File: src/rtl/ks_adder_pipe.sv
// Pipelined Kogge-Stone adder/subtractor with valid/ready flow control.
// Input register, PIPE_STAGES registered slices of the prefix network, then an output register.
module ks_adder_pipe #(
    parameter int WIDTH       = 64,
    parameter int PIPE_STAGES = 2,
    parameter int TAG_W       = 4
) (
    input  logic             clk,
    input  logic             rst,
    input  logic             in_valid,
    output logic             in_ready,
    input  logic [WIDTH-1:0] a,
    input  logic [WIDTH-1:0] b,
    input  logic             cin,
    input  logic             sub,
    input  logic [TAG_W-1:0] tag_in,
    output logic             out_valid,
    input  logic             out_ready,
    output logic [WIDTH-1:0] sum,
    output logic             cout,
    output logic             ovf,
    output logic [TAG_W-1:0] tag_out
);
    localparam int LEVELS = $clog2(WIDTH);
    localparam int BASE   = LEVELS / PIPE_STAGES;
    localparam int EXTRA  = LEVELS % PIPE_STAGES;
    localparam int LAST   = PIPE_STAGES - 32'sd1;

    // Stage k evaluates prefix levels [first_level(k), first_level(k+1)); early stages absorb the remainder.
    function automatic int first_level(input int k);
        return (k * BASE) + ((k < EXTRA) ? k : EXTRA);
    endfunction

    function automatic logic [2*WIDTH-1:0] ks_level(
        input logic [WIDTH-1:0] g,
        input logic [WIDTH-1:0] p,
        input int               d
    );
        logic [WIDTH-1:0] g_n;
        logic [WIDTH-1:0] p_n;
        for (int i = 32'sd0; i < WIDTH; i++) begin
            if (i >= d) begin
                g_n[i] = g[i] | (p[i] & g[i-d]);
                p_n[i] = p[i] & p[i-d];
            end else begin
                g_n[i] = g[i];
                p_n[i] = p[i];
            end
        end
        return {g_n, p_n};
    endfunction

    logic             advance_s;
    logic             in_v_r;
    logic [WIDTH-1:0] a_r;
    logic [WIDTH-1:0] b_r;
    logic             cin_r;
    logic             sub_r;
    logic [TAG_W-1:0] tag_r;
    logic [WIDTH-1:0] b_eff_s;
    logic             c0_s;
    logic [WIDTH-1:0] gen0_s;
    logic [WIDTH-1:0] prop0_s;
    logic             out_valid_r;
    logic [WIDTH-1:0] sum_r;
    logic             cout_r;
    logic             ovf_r;
    logic [TAG_W-1:0] tag_out_r;

    // A stalled output freezes the whole pipe, so one enable serves every stage.
    assign advance_s = ~(out_valid_r & ~out_ready);
    assign in_ready  = advance_s;
    assign out_valid = out_valid_r;
    assign sum       = sum_r;
    assign cout      = cout_r;
    assign ovf       = ovf_r;
    assign tag_out   = tag_out_r;

    // Input register: operands, mode and tag travel with their valid bit.
    always_ff @(posedge clk or posedge rst) begin
        if (rst) begin
            in_v_r <= 1'b0;
            a_r    <= '0;
            b_r    <= '0;
            cin_r  <= 1'b0;
            sub_r  <= 1'b0;
            tag_r  <= '0;
        end else if (advance_s) begin
            in_v_r <= in_valid;
            if (in_valid) begin
                a_r   <= a;
                b_r   <= b;
                cin_r <= cin;
                sub_r <= sub;
                tag_r <= tag_in;
            end
        end
    end

    // Per-bit generate/propagate after the subtract-mode inversion of b and cin.
    always_comb begin
        b_eff_s = sub_r ? ~b_r : b_r;
        c0_s    = cin_r ^ sub_r;
        gen0_s  = a_r & b_eff_s;
        prop0_s = a_r ^ b_eff_s;
    end

    for (genvar k = 0; k < PIPE_STAGES; k++) begin : g_stage
        logic             src_v_s;
        logic [WIDTH-1:0] src_g_s;
        logic [WIDTH-1:0] src_p_s;
        logic [WIDTH-1:0] src_x_s;
        logic             src_c0_s;
        logic [TAG_W-1:0] src_tag_s;
        logic [WIDTH-1:0] nxt_g_s;
        logic [WIDTH-1:0] nxt_p_s;
        logic             pf_v_r;
        logic [WIDTH-1:0] pf_g_r;
        logic [WIDTH-1:0] pf_p_r;
        logic [WIDTH-1:0] pf_x_r;
        logic             pf_c0_r;
        logic [TAG_W-1:0] pf_tag_r;

        if (k == 0) begin : g_head
            assign src_v_s   = in_v_r;
            assign src_g_s   = gen0_s;
            assign src_p_s   = prop0_s;
            assign src_x_s   = prop0_s;
            assign src_c0_s  = c0_s;
            assign src_tag_s = tag_r;
        end else begin : g_body
            assign src_v_s   = g_stage[k-1].pf_v_r;
            assign src_g_s   = g_stage[k-1].pf_g_r;
            assign src_p_s   = g_stage[k-1].pf_p_r;
            assign src_x_s   = g_stage[k-1].pf_x_r;
            assign src_c0_s  = g_stage[k-1].pf_c0_r;
            assign src_tag_s = g_stage[k-1].pf_tag_r;
        end

        // Prefix levels owned by this stage; span doubles each level.
        always_comb begin
            nxt_g_s = src_g_s;
            nxt_p_s = src_p_s;
            for (int l = 32'sd0; l < LEVELS; l++) begin
                {nxt_g_s, nxt_p_s} = ((l >= first_level(k)) && (l < first_level(k + 32'sd1)))
                                   ? ks_level(nxt_g_s, nxt_p_s, 32'sd1 <<< l)
                                   : {nxt_g_s, nxt_p_s};
            end
        end

        // Stage register for the partial prefix result.
        always_ff @(posedge clk or posedge rst) begin
            if (rst) begin
                pf_v_r   <= 1'b0;
                pf_g_r   <= '0;
                pf_p_r   <= '0;
                pf_x_r   <= '0;
                pf_c0_r  <= 1'b0;
                pf_tag_r <= '0;
            end else if (advance_s) begin
                pf_v_r   <= src_v_s;
                pf_g_r   <= nxt_g_s;
                pf_p_r   <= nxt_p_s;
                pf_x_r   <= src_x_s;
                pf_c0_r  <= src_c0_s;
                pf_tag_r <= src_tag_s;
            end
        end
    end

    logic             fin_v_s;
    logic [WIDTH-1:0] fin_g_s;
    logic [WIDTH-1:0] fin_p_s;
    logic [WIDTH-1:0] fin_x_s;
    logic             fin_c0_s;
    logic [TAG_W-1:0] fin_tag_s;
    logic [WIDTH-1:0] carry_s;
    logic [WIDTH-1:0] res_sum_s;
    logic             res_cout_s;
    logic             res_ovf_s;

    assign fin_v_s   = g_stage[LAST].pf_v_r;
    assign fin_g_s   = g_stage[LAST].pf_g_r;
    assign fin_p_s   = g_stage[LAST].pf_p_r;
    assign fin_x_s   = g_stage[LAST].pf_x_r;
    assign fin_c0_s  = g_stage[LAST].pf_c0_r;
    assign fin_tag_s = g_stage[LAST].pf_tag_r;

    // Carry into bit i is the group (G,P) over [i-1:0] combined with the carry-in.
    always_comb begin
        carry_s    = {fin_g_s[WIDTH-2:0] | (fin_p_s[WIDTH-2:0] & {(WIDTH-1){fin_c0_s}}), fin_c0_s};
        res_sum_s  = fin_x_s ^ carry_s;
        res_cout_s = fin_g_s[WIDTH-1] | (fin_p_s[WIDTH-1] & fin_c0_s);
        res_ovf_s  = res_cout_s ^ carry_s[WIDTH-1];
    end

    // Output register: result fields only change when a valid result lands.
    always_ff @(posedge clk or posedge rst) begin
        if (rst) begin
            out_valid_r <= 1'b0;
            sum_r       <= '0;
            cout_r      <= 1'b0;
            ovf_r       <= 1'b0;
            tag_out_r   <= '0;
        end else if (advance_s) begin
            out_valid_r <= fin_v_s;
            if (fin_v_s) begin
                sum_r     <= res_sum_s;
                cout_r    <= res_cout_s;
                ovf_r     <= res_ovf_s;
                tag_out_r <= fin_tag_s;
            end
        end
    end
endmodule

File: config.mk
export PLATFORM = sky130hd
export DESIGN_NAME = ks_adder_pipe
export DESIGN_NICKNAME = d
export VERILOG_FILES = /design/src/rtl/ks_adder_pipe.sv
export SDC_FILE = /design/constraint.sdc
export NUM_CORES = 2
export LEC_CHECK = 0
export BUFFER_PORTS_ARGS = -buffer_cell sky130_fd_sc_hd__buf_2
export CELL_PAD_IN_SITES_DETAIL_PLACEMENT = 1
export CELL_PAD_IN_SITES_GLOBAL_PLACEMENT = 2
export CORE_ASPECT_RATIO = 0.9
export CORE_UTILIZATION = 35
export DETAILED_ROUTE_END_ITERATION = 8
export HOLD_SLACK_MARGIN = 0.15
export PLACE_DENSITY = 0.81
export SETUP_SLACK_MARGIN = 0.5
export SLEW_MARGIN = 20
export SYNTH_ARGS = -nofsm -noshare
export SYNTH_HDL_FRONTEND = slang
export SYNTH_SLANG_ARGS = --single-unit
export TNS_END_PERCENT = 100
File: constraint.sdc
create_clock -name clk -period 47.8 [get_ports clk]
set_clock_uncertainty 0.15 [all_clocks]
set_input_delay 9.56 -clock clk [delete_from_list [all_inputs] [get_ports clk]]
set_output_delay 9.56 -clock clk [all_outputs]
set_load 0.03 [all_outputs]
==> results.toml <==
[outcome]
status = "completed"

[worst_setup_path]
cpMostUsedCell = "buf_2"
ff2ff_setup_slack_ns = 44.06
required_ns = 38.09
critPathLaunchType = "primary input"
cp_max_fo = 101
r2r_end = "b_r[39]"
cp-startpoint = "out_ready"
path_cells = "buf_2 -> nor2b_4 -> buf_4 -> inv_8 -> buf_2"
rr_worst_depth = 6
reg2reg_from = "out_valid"
crit_type = "in -> out"
crit_slowest_cell = "buf_4"
cp_num_buf_inv = 4
cp_slowest_stage_delay_ns = 0.65
cp.arrival_ns = 11.22
path_delay_family = "buffers and inverters"
cp_num_cells = 5
crit_end = "in_ready"
crit_path_end_kind = "output pin"

[pwr]
p_leak_uw = 0.01470
power_density_nw_per_um2 = 75.05
vdd_drop_max_uv = 35.07

[clock_tree]
clkTransAtPathRegs_ns = 0.06
cts_sinks = 600
clockRootBuffer = "clkbuf_16"
clock_latency_ns = 0.62
cts_tree = "done"
clockBufferDepth = 3
cts_hold_repair.buffers = 0
cts_resized = 0
cts_setup_buffers = 0
h-tree-depth = 3
numCtsBuffers = 70

[synth]
synth_compound_area_frac = 0.1159
synthMuxAreaShare = 0.06121
synthesis.nets = 2913
synth_area_sq_um = 26880
ys_types = 48
synth.avg_cell_area_sq_um = 9.930
synthArstFlopShare = 1.000
synth_top_area_cell = "dfrtp_1"
ys_seq_area_frac = 0.5586
synth_seq_cells = 600
synthTopCellsByArea = "dfrtp_1 56%, nand2_1 10%, mux2_2 5.8%"
synth_top_area_frac = 0.5586
yosys.area_share.simple = 0.1605
synth_ff_type = "dfrtp_1"
synth_top_family_by_area = "simple AND/OR/NAND/NOR gates"
synth_edf_count = 0
netlist_instances = 2707
synthesis.yosys.warnings = 0
yosys.area_share.xor_xnor = 0.04171
synthTopCellsByCount = "720 x nand2_1, 600 x dfrtp_1, 208 x o21ai_0, 189 x a21oi_1, 169 x nor2_1"
synthAdderAreaFrac = 0.03165
yosysMostFrequentCell = "nand2_1"

[sta]
max_freq_ghz = 0.04778
fin_crit_ns = 20.93
hold_viol = 0
worst_pin_slew_ns = 1.120
grt_setup_unrepaired = "false"
finalSetupTns_ns = 0
fin_crit_sh = 0.4378
finalSetupViolations = 0
relSlewSlack = 0.2537
slew_viol_final = 0

[hold_path]
hold_path.startpoint = "fin_g_s[4]"
holdCritPathClass = "reg -> reg"

[die]
rows = 96
die_h_um = 264.9
pin_count = 210
initial_utilization = 0.3530
die_area_sq_um = 77910
core_area_sq_um = 76150
die_w_um = 294.1

[placed_design]
io_buffers = 209
post-dp-hpwl_um = 56000
gp_congestion = 0.8501

[layout]
final_util = 0.4081
area_delta_synth_final_pct = 15.61
layout-drive-gt1-share = 0.1718
n_antenna_cell = 0
fin_nets = 3064

[global_routing]
grt_pass1_wl_um = 127100
use_met1 = 0.2965
grtUsageMet2 = 0.3322
grt_pass1_vias = 21560
antenna_found_initial = 1
grt-busiest-layer = "met2"
grt_max_degree = 177
overflow = 0
use_met3 = 0.03010
grt_util_all_layers = 0.2077

[flow_run]
cap_violations = 0

[detailed_routing]
drcViolationCount = 0
drtPass1Iterations = 5
wirelength_um = 79870
drtIter0Drc = 1209
vias_per_cell = 5.158
drtAntennaViolNets = 0
vias = 20320
avgRoutedWirePerCell_um = 20.28
[registers in the layout (all words and copies together) (netlist names), 4 cells and up]
register	flops
fin_p_s	63
g_stage.pf_x_r	63
fin_tag_s	4
a_r	64
g_stage.src_tag_s	4
fin_g_s	64
g_stage.pf_p_r	64
b_r	64
fin_x_s	64
g_stage.pf_g_r	64
g_stage.pf_tag_r	4
tag_out	4
sum	64
[tightest hold or removal path, delay by kind of cell, from the launching register on]
family           cells  cell delay (ns)
flip-flops           1             0.34
AND/OR/NAND/NOR      2             0.10
[where the power goes]
part,internal [uW],switching (uW)
Sequential,697,145
Combinational,301,629
Clock,339,221
[cells in the final DEF, fill, tap and decap left out, types with 7 or more instances in the layout]
master       n
nand2_1    720
dfrtp_1    598
buf_2      209
o21ai_0    208
a21oi_1    189
nor2_1     169
mux2_2     139
xor2_1     127
clkbuf_16   73
ha_1        68
nand3_1     59
nand4_1     49
a21o_1      28
o22ai_1     23
a22o_1      22
buf_4       17
a31oi_1     15
clkbuf_8    14
inv_1       12
clkinv_2    12
clkbuf_1    12
nor3_1      11
o211ai_1     9
a32o_1       9
nor2_2       8
a211oi_1     8
mux2i_1      8
o21ai_1      7
o21bai_1     7
nand3b_1     7
bufinv_16    7
[routing by layer]
metal | up-vias | wire length, um | share of wire
li1 | 9502 | - | -
met1 | 10360 | 38090 | 0.48
met2 | 350 | 37460 | 0.47
met3 | 100 | 2803 | 0.035
met4 | 2 | 1495 | 0.019
met5 | - | 17 | 0.00021
[how the worst min path moves through the flow]
stage | end | slack, ns | depth (start not counted)
after floorplan | fin_tag_s[0] | 0.28 | 2
after global placement | g_stage[0].pf_x_r[22] | 0.30 | 2
after detailed placement | g_stage[0].pf_x_r[31] | 0.31 | 2
after CTS | g_stage[0].pf_x_r[31] | 0.32 | 2
after global routing | g_stage[0].pf_x_r[23] | 0.34 | 2
final | fin_g_s[4] | 0.31 | 2
[logic make-up after synthesis]
| kind of cell | Yosys count |
|---|---|
| flip-flops | 600 |
| buffers and inverters | 164 |
| adder cells (fa/ha/maj) | 68 |
| multiplexers | 147 |
| AO/OA/AOI/OAI | 547 |
| AND/OR/NAND/NOR | 1053 |
| XOR/XNOR | 128 |
[metrics by stage]
stage               setup WS [ns]  hold WS, ns  std cells  power, uW  area, sq um
floorplan                   21.30       0.2848       2707       1452        26880
global placement            26.87       0.2984       3815       1750        28670
detailed placement          26.87       0.3055       3815       1788        28670
CTS                         26.86       0.3187       3939       2363        31070
global route                26.75       0.3372       3939       2498        31070
finish                      26.87       0.3145       3939       2332        31070
[area by class of cell]
class | count | area [sq um]
Tap cell | 1029 | 1287
Timing Repair Buffer | 229 | 1225
Clock buffer | 99 | 2064
Inverter | 14 | 67.56
Sequential cell | 600 | 15020
Clock inverter | 25 | 335.3
Fill cell | 8641 | 45080
Multi-Input combinational cell | 1943 | 11070
No activity file was read; power rests on OpenSTA's default activity.
